File: config.mk
export PLATFORM = sky130hd
export DESIGN_NAME = i2c_control_unit_flat
export DESIGN_NICKNAME = d
export VERILOG_FILES = /design/src/rtl/i2c_control_unit_if.sv /design/src/rtl/i2c_control_unit.sv /design/src/flat_wrapper.sv
export SDC_FILE = /design/constraint.sdc
export NUM_CORES = 1
export LEC_CHECK = 0
export BUFFER_PORTS_ARGS = -buffer_cell sky130_fd_sc_hd__clkbuf_2
export CORE_MARGIN = 1
export CORE_UTILIZATION = 60
export CTS_BUF_LIST = sky130_fd_sc_hd__clkbuf_4 sky130_fd_sc_hd__clkbuf_8 sky130_fd_sc_hd__clkbuf_16
export DETAILED_ROUTE_END_ITERATION = 6
export PLACE_DENSITY = 0.87
export SLEW_MARGIN = 20
export SYNTH_ARGS = -nofsm -noshare
export SYNTH_HDL_FRONTEND = slang
export SYNTH_SLANG_ARGS = --single-unit
File: constraint.sdc
create_clock -name clock -period 7.2 [get_ports clock]
set_input_delay 1.44 -clock clock [delete_from_list [all_inputs] [get_ports clock]]
set_output_delay 1.44 -clock clock [all_outputs]
set_load 0.1 [all_outputs]
File: src/rtl/i2c_control_unit_if.sv
// Control strobes from the I2C sequencer to the data unit, plus the sampled SDA level coming back.
interface i2c_control_unit_if;
  logic WriteLoad;
  logic ReadorWrite;
  logic ShiftorHold;
  logic Select;
  logic StartStopAck;
  logic ByteSel;
  logic SCL;
  logic SDAIn;

  modport master (
    output WriteLoad, ReadorWrite, ShiftorHold, Select, StartStopAck, ByteSel, SCL,
    input  SDAIn
  );

  modport slave (
    input  WriteLoad, ReadorWrite, ShiftorHold, Select, StartStopAck, ByteSel, SCL,
    output SDAIn
  );
endinterface

File: src/rtl/i2c_control_unit.sv
// Single-byte I2C master sequencer: quarter-bit timebase, SCL and data-unit strobes.
// Outputs are registered and reflect the state one clock after the tick that caused them; no backpressure.
module i2c_control_unit #(
  parameter int LENGTH = 8
) (
  input  logic               clock,
  input  logic               Reset,
  input  logic               Go,
  input  logic               RW,
  input  logic [19:0]        BaudRate,
  input  logic [29:0]        ClockFrequency,
  output logic               Busy,
  output logic               Done,
  output logic               AckError,
  i2c_control_unit_if.master dataUnit
);
  localparam int CW = $clog2(LENGTH);
  localparam logic [CW-1:0] LAST_BIT = CW'(LENGTH - 1);

  typedef enum logic [2:0] {IDLE, START, ADDR, AACK, DATA, DACK, STOP} state_t;

  state_t        state, nextState;
  logic [1:0]    quarter, nextQuarter;
  logic [CW-1:0] bitCnt, nextBitCnt;
  logic          rwLatched, nextRw;
  logic [30:0]   acc, nextAcc, sum;
  logic          qt, lastQ;
  logic          loadNext, shiftNext, doneNext, busyNext, ackErrNext, byteSelNext;
  logic          sclNext, rowNext, selNext, ssaNext;

  always_comb begin
    sum = acc + {9'd0, BaudRate, 2'b00};
    qt  = (state != IDLE) && (sum >= {1'b0, ClockFrequency});
    if (state == IDLE)
      nextAcc = '0;
    else if (qt)
      nextAcc = sum - {1'b0, ClockFrequency};
    else
      nextAcc = sum;
  end

  always_comb begin
    nextState   = state;
    nextQuarter = qt ? quarter + 2'd1 : quarter;
    nextBitCnt  = bitCnt;
    nextRw      = rwLatched;
    loadNext    = 1'b0;
    shiftNext   = 1'b0;
    doneNext    = 1'b0;
    busyNext    = Busy;
    ackErrNext  = AckError;
    byteSelNext = dataUnit.ByteSel;
    lastQ       = qt && (quarter == 2'd3);
    case (state)
      IDLE: begin
        nextQuarter = 2'd0;
        if (Go) begin
          nextState  = START;
          nextRw     = RW;
          ackErrNext = 1'b0;
          busyNext   = 1'b1;
        end
      end
      START: if (lastQ) begin
        nextState   = ADDR;
        nextBitCnt  = '0;
        loadNext    = 1'b1;
        byteSelNext = 1'b0;
      end
      ADDR, DATA: if (lastQ) begin
        shiftNext = 1'b1;
        if (bitCnt == LAST_BIT)
          nextState = (state == ADDR) ? AACK : DACK;
        else
          nextBitCnt = bitCnt + 1'b1;
      end
      AACK: if (lastQ) begin
        // A NACK on the address skips the data byte entirely.
        if (dataUnit.SDAIn) begin
          ackErrNext = 1'b1;
          nextState  = STOP;
        end else begin
          nextState  = DATA;
          nextBitCnt = '0;
          if (!rwLatched) begin
            loadNext    = 1'b1;
            byteSelNext = 1'b1;
          end
        end
      end
      DACK: if (lastQ) begin
        if (!rwLatched && dataUnit.SDAIn)
          ackErrNext = 1'b1;
        nextState = STOP;
      end
      STOP: if (lastQ) begin
        nextState = IDLE;
        doneNext  = 1'b1;
        busyNext  = 1'b0;
      end
      default: nextState = IDLE;
    endcase
  end

  // Line levels are decoded from the upcoming state so they land in the same cycle as it.
  always_comb begin
    sclNext = 1'b1;
    rowNext = 1'b1;
    selNext = 1'b0;
    ssaNext = 1'b1;
    case (nextState)
      START: begin
        ssaNext = (nextQuarter < 2'd2);
        sclNext = (nextQuarter != 2'd3);
      end
      ADDR: begin
        selNext = 1'b1;
        sclNext = nextQuarter[1];
      end
      AACK: begin
        rowNext = 1'b0;
        sclNext = nextQuarter[1];
      end
      DATA: begin
        selNext = 1'b1;
        rowNext = !nextRw;
        sclNext = nextQuarter[1];
      end
      DACK: begin
        rowNext = nextRw;
        sclNext = nextQuarter[1];
      end
      STOP: begin
        ssaNext = nextQuarter[1];
        sclNext = (nextQuarter != 2'd0);
      end
      default: ;
    endcase
  end

  always_ff @(posedge clock) begin
    if (Reset) begin
      state                 <= IDLE;
      quarter               <= 2'd0;
      bitCnt                <= '0;
      rwLatched             <= 1'b0;
      acc                   <= '0;
      Busy                  <= 1'b0;
      Done                  <= 1'b0;
      AckError              <= 1'b0;
      dataUnit.WriteLoad    <= 1'b0;
      dataUnit.ReadorWrite  <= 1'b1;
      dataUnit.ShiftorHold  <= 1'b0;
      dataUnit.Select       <= 1'b0;
      dataUnit.StartStopAck <= 1'b1;
      dataUnit.ByteSel      <= 1'b0;
      dataUnit.SCL          <= 1'b1;
    end else begin
      state                 <= nextState;
      quarter               <= nextQuarter;
      bitCnt                <= nextBitCnt;
      rwLatched             <= nextRw;
      acc                   <= nextAcc;
      Busy                  <= busyNext;
      Done                  <= doneNext;
      AckError              <= ackErrNext;
      dataUnit.WriteLoad    <= loadNext;
      dataUnit.ReadorWrite  <= rowNext;
      dataUnit.ShiftorHold  <= shiftNext;
      dataUnit.Select       <= selNext;
      dataUnit.StartStopAck <= ssaNext;
      dataUnit.ByteSel      <= byteSelNext;
      dataUnit.SCL          <= sclNext;
    end
  end
endmodule

File: src/flat_wrapper.sv
// flat-port wrapper written by rule: the top's interface ports become plain ports
module i2c_control_unit_flat 
#(
  parameter int LENGTH = 8
)
  (clock, Reset, Go, RW, BaudRate, ClockFrequency, Busy, Done, AckError, dataUnit_WriteLoad, dataUnit_ReadorWrite, dataUnit_ShiftorHold, dataUnit_Select, dataUnit_StartStopAck, dataUnit_ByteSel, dataUnit_SCL, dataUnit_SDAIn);
  i2c_control_unit_if dataUnit_i ();
  input  logic clock;
  input  logic Reset;
  input  logic Go;
  input  logic RW;
  input  logic [19:0] BaudRate;
  input  logic [29:0] ClockFrequency;
  output logic Busy;
  output logic Done;
  output logic AckError;
  output wire logic [$bits(dataUnit_i.WriteLoad)-1:0] dataUnit_WriteLoad;
  output wire logic [$bits(dataUnit_i.ReadorWrite)-1:0] dataUnit_ReadorWrite;
  output wire logic [$bits(dataUnit_i.ShiftorHold)-1:0] dataUnit_ShiftorHold;
  output wire logic [$bits(dataUnit_i.Select)-1:0] dataUnit_Select;
  output wire logic [$bits(dataUnit_i.StartStopAck)-1:0] dataUnit_StartStopAck;
  output wire logic [$bits(dataUnit_i.ByteSel)-1:0] dataUnit_ByteSel;
  output wire logic [$bits(dataUnit_i.SCL)-1:0] dataUnit_SCL;
  input wire logic [$bits(dataUnit_i.SDAIn)-1:0] dataUnit_SDAIn;
  assign dataUnit_WriteLoad = dataUnit_i.WriteLoad;
  assign dataUnit_ReadorWrite = dataUnit_i.ReadorWrite;
  assign dataUnit_ShiftorHold = dataUnit_i.ShiftorHold;
  assign dataUnit_Select = dataUnit_i.Select;
  assign dataUnit_StartStopAck = dataUnit_i.StartStopAck;
  assign dataUnit_ByteSel = dataUnit_i.ByteSel;
  assign dataUnit_SCL = dataUnit_i.SCL;
  assign dataUnit_i.SDAIn = dataUnit_SDAIn;
  i2c_control_unit #(.LENGTH(LENGTH)) u_core (.clock(clock), .Reset(Reset), .Go(Go), .RW(RW), .BaudRate(BaudRate), .ClockFrequency(ClockFrequency), .Busy(Busy), .Done(Done), .AckError(AckError), .dataUnit(dataUnit_i));
endmodule
==> run metrics <==
crit path kind in2reg; M1 GR Usage 35.8%; sequential area share after synthesis 20.1%; Syn Nets 780; Die H 93.1 µm; Area growth, synth to finish 10.0%; Worst EP arrival 6.81 ns; Worst VDD drop approximately 0.000086 V; mux contribution to synthesized area 1.61%; relative slew slack 46.5%; Max Fclk 0.153 GHz; endpoint class of the critical path flip-flop; Cell variety after synth 72; Final period util 91.0%; final wirelength approximately 13000 µm; num rows 32; Syn Std Cell Area 4980 µm²; DRT Pass-1 Iters 5; R2R cell count 23; # DRC 0; Hold Fails Final Rpt 0; Final Setup Violations 0; setup TNS 0 ns; Vias per Instance 6.15; Ys Warns 0; IO Pins 65; required time of the critical path 7.46 ns; hold path depth 2; status complete, no violations; CTS Sinks 50; GRT Overall Usage between 20% and 30%; min-delay worst type reg2reg; Hold-fix buffers, CTS 0; Reg2Reg Capture Point u_core.acc[15]; Fin Hold WS 0.503 ns; R2R setup slack 1.54 ns; adder-cell share of the synthesized area 14.1%; met3 Use GR under 10%; simple-gate share of the synthesized area 23.1%; measured slew at the worst slew-check pin 0.796 ns; DR iter-0 viols 307; Post CTS Setup Buffer Count 0; Top FF cell, synth dfxtp_1; Antenna Cells 0; Post-synth top cells a21oi_1 (68), nand2_1 (65), nor2_1 (62); post-synthesis compound-gate area fraction 27.2%; LEAKAGE between 2 and 3 nW; count of port buffers added during placement 64; final total power 0.816 mW; xor/xnor share of the synthesized area 8.44%; Critical Path Source BaudRate[4]; cell with the most instances after synthesis a21oi_1; Finished Core Util 69.4%; vias in the first global route approximately 4.9k; clock buffer depth 2; Routed WL per cell 15.1 µm; Post-CTS Resized 0; CP startpoint kind input port; largest area contributor in the netlist dfxtp_1; max cap viols 0; crit-path max FO 13; largest family of logic cells by synthesized area compound AO/OA/AOI/OAI gates; min Tclk post-route roughly 6.6 ns; global route overflow 0; Avg Inst Size Synth 7.43 µm²; Slew Limit Fails 0; number of antenna violations at the first check in global routing 0; EDFF count, synth 0; RSZ-0062 raised after global routing false; Die X 93.1 µm; synthesis-stage register bit count 50; Fin Clk Skew 0.00431 ns; Synth area leaders dfxtp_1 (20%), ha_1 (13%), a21oi_1 (6.8%); clk root buf clkbuf_8; Starting Density 63.1%; dpl hpwl 9670 µm; R2R Path Start u_core.acc[2]; first-pass GRT wire length between 20000 and 25000 µm; routability cong. 0.915; count of antenna-violating nets left after detailed routing 0; CTS tree built; grt peak-use layer met2; largest net degree at the start of global routing 34; ys async rst share 0%; Clock Latency Late Sink 0.32 ns; H-Tree Depth 2; clock slew at reported path FFs approximately 0.11 ns; die area 8670 µm²; Post-Syn Instances 670; share of cells above drive strength 1 12.9%; CP endpoint u_core.acc[15]; grt met2 use 53.5%; core area 7890 µm²; CTS Buf Count 5; P per Cell Area 149 nW/µm²; Via Count 5097; nets@finish approximately 840; Synth top area share between 20% and 30%
## layout make-up
cell class,count,area [µm²]
tap,102,128
multi-input combinational,552,3710
clock inverter,3,26.3
sequential,50,1000
timing repair buffer,68,363
fill,663,2410
clock buffer,5,68.8
inverter,49,184
## layer usage
layer	up-vias	wire (µm)
met1	2366	5420
met4	0	306
met2	186	6180
li1	2512	-
met3	33	612
met5	-	0
## registers in the layout (all words and copies together) (netlist names), 2 cells and up
name and cells:
u_core.state 3, u_core.bitCnt 3, u_core.acc 31, u_core.quarter 2
## how the worst min path moves through the flow
stage / slack (ns) / end / from
floorplan: 0.45 / u_core.bitCnt[1] / u_core.bitCnt[1]
global placement: 0.46 / u_core.bitCnt[2] / u_core.bitCnt[2]
detailed placement: 0.48 / u_core.acc[0] / u_core.acc[0]
CTS: 0.50 / u_core.bitCnt[1] / u_core.bitCnt[1]
global route: 0.50 / u_core.bitCnt[1] / u_core.bitCnt[1]
finish: 0.50 / u_core.bitCnt[1] / u_core.bitCnt[1]
## critical path, cell delays in order
cell and delay (ns):
clkbuf_2 0.08, ha_1 0.22, or3_4 0.39, or2_0 0.21, o22a_2 0.26, a311oi_4 0.42, o21ai_0 0.25, a211oi_1 0.28
o21bai_1 0.12, a21oi_1 0.20, xnor2_1 0.11, ha_1 0.37, and3_1 0.21, and3_1 0.22, nand3_1 0.09, a211o_1 0.25
o21ai_1 0.37, nor2_2 0.22, or2_1 0.38, buf_12 0.19, or3_4 0.38, a21oi_2 0.13
## power breakdown
part	leakage, nW	switching [mW]	internal, mW
combinational	2.14	0.201	0.143
sequential	0.405	0.00451	0.284
clock	0.0491	0.112	0.0719
## metrics by stage
stage / setup slack (ns) / area (µm²) / std cells
detailed placement: 0.417 / 5380 / 821
CTS: 0.715 / 5480 / 829
global route: 0.300 / 5480 / 829
floorplan: 1.19 / 4980 / 670
global placement: 0.606 / 5380 / 821
finish: 0.649 / 5480 / 829
## cells in the final DEF, fill, tap and decap left out, drive strengths merged, types with 5 or more instances in the layout
cell type and instances:
a211oi 9, a21o 22, a21oi 70, a31oi 7, and2 5, and3 11, clkbuf 69, dfxtp 50
ha 53, inv 51, mux2i 8, nand2 66, nand2b 11, nand3 14, nand4 5, nor2 64
nor2b 10, nor3 16, o211ai 8, o21a 9, o21ai 42, or2 6, or3 7, xnor2 30
xor2 18
## cells by family (layout without fill, tap and decap cells)
logic type / after synthesis / after routing
DFF: 50 / 50
xor gates and xnor gates: 48 / 48
muxes: 8 / 8
and+or+nand+nor: 233 / 233
adders and majority gates: 55 / 55
buffers and inverters: 68 / 125
AOI/OAI and AO/OA: 208 / 208
No activity file was read; power rests on OpenSTA's default activity.
